**src/rtl/cmp_arbiter.sv**
```systemverilog
// Shares one combinational comparator between a branch port (A) and a set/trap port (B).
// Define CMP_RR_EN for round-robin arbitration; otherwise A has fixed priority over B.
module cmp_arbiter #(
    parameter int WIDTH = 32
) (
    input  logic             clk,
    input  logic             rst_n,
    input  logic             a_req,
    input  logic [WIDTH-1:0] a_in1,
    input  logic [WIDTH-1:0] a_in2,
    input  logic [2:0]       a_cond,
    output logic             a_gnt,
    output logic             a_done,
    output logic             a_result,
    input  logic             b_req,
    input  logic [WIDTH-1:0] b_in1,
    input  logic [WIDTH-1:0] b_in2,
    input  logic [2:0]       b_cond,
    output logic             b_gnt,
    output logic             b_done,
    output logic             b_result,
    output logic [WIDTH-1:0] cmp_in1,
    output logic [WIDTH-1:0] cmp_in2,
    output logic [WIDTH-1:0] cmp_zsrc,
    input  logic [4:0]       cmp_flags
);

    typedef enum logic [1:0] {
        IDLE,
        ISSUE,
        RESP
    } state_t;

    state_t state, state_next;

    logic [WIDTH-1:0] op1, op2;
    logic [2:0]       op_cond;
    logic             op_id;
    logic             sample;
    logic             pick_b;
    logic             cond_true;

`ifdef CMP_RR_EN
    logic last_b;
`endif

    always_ff @(posedge clk) begin
        if (!rst_n) begin
            state <= IDLE;
        end else begin
            state <= state_next;
        end
    end

    // RESP doubles as a sample point so back-to-back operations need no idle gap.
    always_comb begin
        state_next = state;
        sample     = 1'b0;
        case (state)
            IDLE, RESP: begin
                if (a_req || b_req) begin
                    sample     = 1'b1;
                    state_next = ISSUE;
                end else begin
                    state_next = IDLE;
                end
            end
            ISSUE:   state_next = RESP;
            default: state_next = IDLE;
        endcase
    end

    always_comb begin
`ifdef CMP_RR_EN
        pick_b = b_req && (!a_req || !last_b);
`else
        pick_b = !a_req;
`endif
    end

    // Flags arrive as {eq, ne, lt, gt, zero}.
    always_comb begin
        cond_true = 1'b0;
        case (op_cond)
            3'd0: cond_true = cmp_flags[4];
            3'd1: cond_true = cmp_flags[3];
            3'd2: cond_true = cmp_flags[2];
            3'd3: cond_true = cmp_flags[1];
            3'd4: cond_true = cmp_flags[2] | cmp_flags[4];
            3'd5: cond_true = cmp_flags[1] | cmp_flags[4];
            3'd6: cond_true = cmp_flags[0];
            3'd7: cond_true = 1'b1;
        endcase
    end

    always_ff @(posedge clk) begin
        if (!rst_n) begin
            op1      <= '0;
            op2      <= '0;
            op_cond  <= '0;
            op_id    <= 1'b0;
            a_gnt    <= 1'b0;
            b_gnt    <= 1'b0;
            a_done   <= 1'b0;
            b_done   <= 1'b0;
            a_result <= 1'b0;
            b_result <= 1'b0;
`ifdef CMP_RR_EN
            last_b   <= 1'b1;
`endif
        end else begin
            a_gnt  <= 1'b0;
            b_gnt  <= 1'b0;
            a_done <= 1'b0;
            b_done <= 1'b0;
            if (sample) begin
                op1     <= pick_b ? b_in1 : a_in1;
                op2     <= pick_b ? b_in2 : a_in2;
                op_cond <= pick_b ? b_cond : a_cond;
                op_id   <= pick_b;
                a_gnt   <= !pick_b;
                b_gnt   <= pick_b;
`ifdef CMP_RR_EN
                last_b  <= pick_b;
`endif
            end
            if (state == ISSUE) begin
                if (op_id) begin
                    b_done   <= 1'b1;
                    b_result <= cond_true;
                end else begin
                    a_done   <= 1'b1;
                    a_result <= cond_true;
                end
            end
        end
    end

    assign cmp_in1  = op1;
    assign cmp_in2  = op2;
    assign cmp_zsrc = op1;

endmodule

```
**config.mk**
```make
export PLATFORM = sky130hd
export DESIGN_NAME = cmp_arbiter
export DESIGN_NICKNAME = d
export VERILOG_FILES = /design/src/rtl/cmp_arbiter.sv
export SDC_FILE = /design/constraint.sdc
export NUM_CORES = 1
export LEC_CHECK = 0
export CAP_MARGIN = 0
export CORE_MARGIN = 5
export CORE_UTILIZATION = 39
export CTS_BUF_LIST = sky130_fd_sc_hd__clkbuf_8
export CTS_CLUSTER_SIZE = 10
export DETAILED_ROUTE_END_ITERATION = 6
export PLACE_DENSITY = 0.95
export SYNTH_ARGS = -nofsm -noshare
export SYNTH_HDL_FRONTEND = slang
export SYNTH_SLANG_ARGS = --single-unit
```
**constraint.sdc**
```tcl
create_clock -name clk -period 3.7 [get_ports clk]
set_clock_uncertainty 0.2 [all_clocks]
set_input_delay 0.74 -clock clk [delete_from_list [all_inputs] [get_ports clk]]
set_output_delay 0.74 -clock clk [all_outputs]
set_load 0.02 [all_outputs]
```
==> metrics.txt <==
clock network latency to the later pin of the worst-skew pair 0.33 ns; post-route clock period utilization 63.8%; met2 Usage GRT 34.8%; required time of the critical path 3.72 ns; Area Growth Syn to Fin 70.0%; Most Used Layer, Global Route met2; cell area after synthesis 0.00349 mm²; worst min-delay path category reg2reg; DR WL/cell 17.6 µm; Via Count 3,053; total number of H-tree levels 3; count of unique library cells instantiated by Yosys 26; cells along the critical path clkdlybuf4s50_1 -> o21bai_2 -> or2_2 -> buf_12 -> inv_2 -> a22o_1; critical path arrival 2.38 ns; number of iterations in the first detailed-routing pass 4; largest area contributor in the synthesized netlist sky130_fd_sc_hd__dfxtp_1; Net count, final 641; horizontal extent of the die 105 µm; fin crit period 2.36 ns; transition time at the pin with the least slew margin 0.622 ns; quantity of I/O buffers inserted on ports 244; number of antenna violations at the first check in global routing 0; root buffer cell sky130_fd_sc_hd__clkbuf_8; CP Launch Type input port; slowest stage cell on the critical path sky130_fd_sc_hd__or2_2; biggest fanout along the worst timing path 39; Max-cap violations 0; most common cell in the netlist sky130_fd_sc_hd__dfxtp_1; Synth Register Bits 76; initial core utilization 40.0%; total routing resource utilization after global routing 19.0%; diodes inserted 0; part of the Yosys area used for sequential elements 43.6%; area of the placeable core 0.00872 mm²; buffer depth of the longest clock path 2; Crit. End Element flop; number of failing hold endpoints at the final stage 0; top cell types by occurrence after synthesis 76 x sky130_fd_sc_hd__dfxtp_1, 67 x sky130_fd_sc_hd__mux2i_1, 47 x sky130_fd_sc_hd__o2bb2ai_1; Yosys warning total 0; area occupied by registers 0.00152 mm²; number of fill cells in the layout 664; PD cells 382 mW/mm²; number of hold buffers added after CTS 0; Die Footprint 0.0109 mm²; total number of placement rows 34; TritonCTS Buffers 9; headroom to the max-slew limit 58.5%; final WL 10,700 µm; final max-slew violation count 0; Cell Count Post-Placement 595; sum of overflow across all layers after global routing 0; synthesized netlist net count 437; CP Class in2reg; Placer Congestion 0.745; setup violation total in the final timing report 0; first-pass GRT wire length 17,000 µm; fraction of layout cells with a size suffix above 1 8.96%; number of post-CTS setup repair buffers 0; met1 GRT Util 20.1%; mean instance size in the synthesized netlist 11.9 µm²; area share of the largest cell type after synthesis 43.6%; CTS tree done; share of flip-flops with an asynchronous set or reset after synthesis 0%; multi-input gate area in the final layout 0.00154 mm²; number of cells in the finished layout apart from fillers 610; DRC marker count from the first detailed-route iteration 44; half-perimeter wire length of the detailed placement result 8590 µm; top area cells in the synthesized netlist sky130_fd_sc_hd__dfxtp_1 44%, sky130_fd_sc_hd__mux2i_1 19%, sky130_fd_sc_hd__o2bb2ai_1 12%; DIE HEIGHT 105 µm; worst stage delay on the critical path 0.53 ns; Min Hold Slack 0.267 ns; status finished clean; Cells after Synth 294; detailed-route DRC error count 0; total negative slack for setup checks 0 ns; Ports 245; vias in the first global route 3,309; met3 track demand over resource in global routing 6.23%; count of flip-flops with a built-in enable after synthesis 0; per-cell via count in the routed design 5.00; antenna-violating nets left 0; worst vdd ir 165 µV; CTS-repair resized insts 0; flip-flop cell with the highest count after synthesis sky130_fd_sc_hd__dfxtp_1; Reg clk slew, reported paths 0.07 ns; # clock sinks 76; maximum number of pins on one net before global-route repair 40; Leakage 2.32 nW; setup repair after global routing missed its margin false; Fmax achieved 424 MHz
==> report_power, final <==
| part | leakage [nW] | internal (mW) | switching [mW] |
|---|---|---|---|
| logic | 1.58 | 0.357 | 0.275 |
| registers | 0.627 | 0.886 | 0.0536 |
| clock network | 0.111 | 0.412 | 0.280 |
| total | 2.32 | 1.66 | 0.609 |
==> sequential cells by signal, summed over array words and instances (netlist names), 2 cells and up <==
signal   flops
cmp_in1     32
cmp_in2     32
op_cond      3
state        2
==> worst max-delay path: cells and delay by family <==
| family | cells | cell delay, ns |
|---|---|---|
| AOI/OAI and AO/OA | 2 | 0.31 |
| and+or+nand+nor | 1 | 0.53 |
| buffers and inverters | 3 | 0.77 |
==> cell type report <==
class	instances	share of cell area [%]
Inverter	5	0.316
Clock inverter	4	1.22
Sequential cell	76	25.6
Tap cell	108	2.28
Timing Repair Buffer	249	42.0
Multi-Input combinational cell	157	26.0
Clock buffer	11	2.55
==> layout by cell type, fill, tap and decap left out <==
master                            synthesis  routed
sky130_fd_sc_hd__clkdlybuf4s50_1          0     243
sky130_fd_sc_hd__dfxtp_1                 76      76
sky130_fd_sc_hd__mux2i_1                 67      67
sky130_fd_sc_hd__o2bb2ai_1               47      47
sky130_fd_sc_hd__o2bb2ai_2               20      20
sky130_fd_sc_hd__clkbuf_8                 0      11
sky130_fd_sc_hd__buf_4                   36       5
sky130_fd_sc_hd__inv_1                    4       4
sky130_fd_sc_hd__nor2_1                   4       4
sky130_fd_sc_hd__nor4bb_1                 2       2
sky130_fd_sc_hd__o21ai_0                  2       2
sky130_fd_sc_hd__a41oi_1                  2       2
sky130_fd_sc_hd__bufinv_16                0       2
sky130_fd_sc_hd__o21bai_2                 1       1
sky130_fd_sc_hd__and2_2                   0       1
sky130_fd_sc_hd__or2_2                    0       1
sky130_fd_sc_hd__inv_2                    1       1
sky130_fd_sc_hd__nor2b_1                  1       1
sky130_fd_sc_hd__nand2_1                  1       1
sky130_fd_sc_hd__a21oi_1                  1       1
sky130_fd_sc_hd__o31a_1                   1       1
sky130_fd_sc_hd__a21o_1                   1       1
sky130_fd_sc_hd__o311ai_0                 1       1
sky130_fd_sc_hd__a311oi_1                 1       1
sky130_fd_sc_hd__nor3b_1                  1       1
sky130_fd_sc_hd__and3b_1                  1       1
sky130_fd_sc_hd__a22o_1                   1       1
sky130_fd_sc_hd__clkinvlp_4               0       1
sky130_fd_sc_hd__clkinv_2                 0       1
sky130_fd_sc_hd__buf_12                   0       1
==> layer usage <==
metal | share of wire (%) | wire length (µm)
met5 | 0 | 0
met2 | 52 | 5540
met1 | 38 | 4060
met3 | 8.3 | 895
met4 | 2.4 | 256
==> worst paths after layout <==
check	startpoint	to	slack [ns]	cells after the start
max	b_req	op_id$_SDFFE_PN0P_	1.34	6
min	cmp_in2[31]$_SDFFE_PN0P_	cmp_in2[31]$_SDFFE_PN0P_	0.27	1
max reg2reg	state[0]$_SDFF_PN0_	op_id$_SDFFE_PN0P_	1.82	5
min reg2reg	cmp_in2[31]$_SDFFE_PN0P_	cmp_in2[31]$_SDFFE_PN0P_	0.27	1
==> through the flow <==
stage               utilization, %  total power [mW]  setup WS (ns)  area, µm²
detailed placement            65.5              1.60          0.954       5710
CTS                           68.0              2.30           1.33       5930
floorplan                        -              1.27           1.82       3490
global route                  68.0              2.37           1.23       5930
global placement              65.5              1.58          0.999       5710
finish                        68.0              2.26           1.34       5930
==> kinds of logic after synthesis <==
| group | count (synthesis) | share of synthesized area, % |
|---|---|---|
| flops | 76 | 43.6 |
| compound gates | 78 | 22.9 |
| simple gates | 12 | 2.11 |
| buf+inv | 61 | 12.2 |
| mux | 67 | 19.2 |
Power figures use the tool's default switching activity.
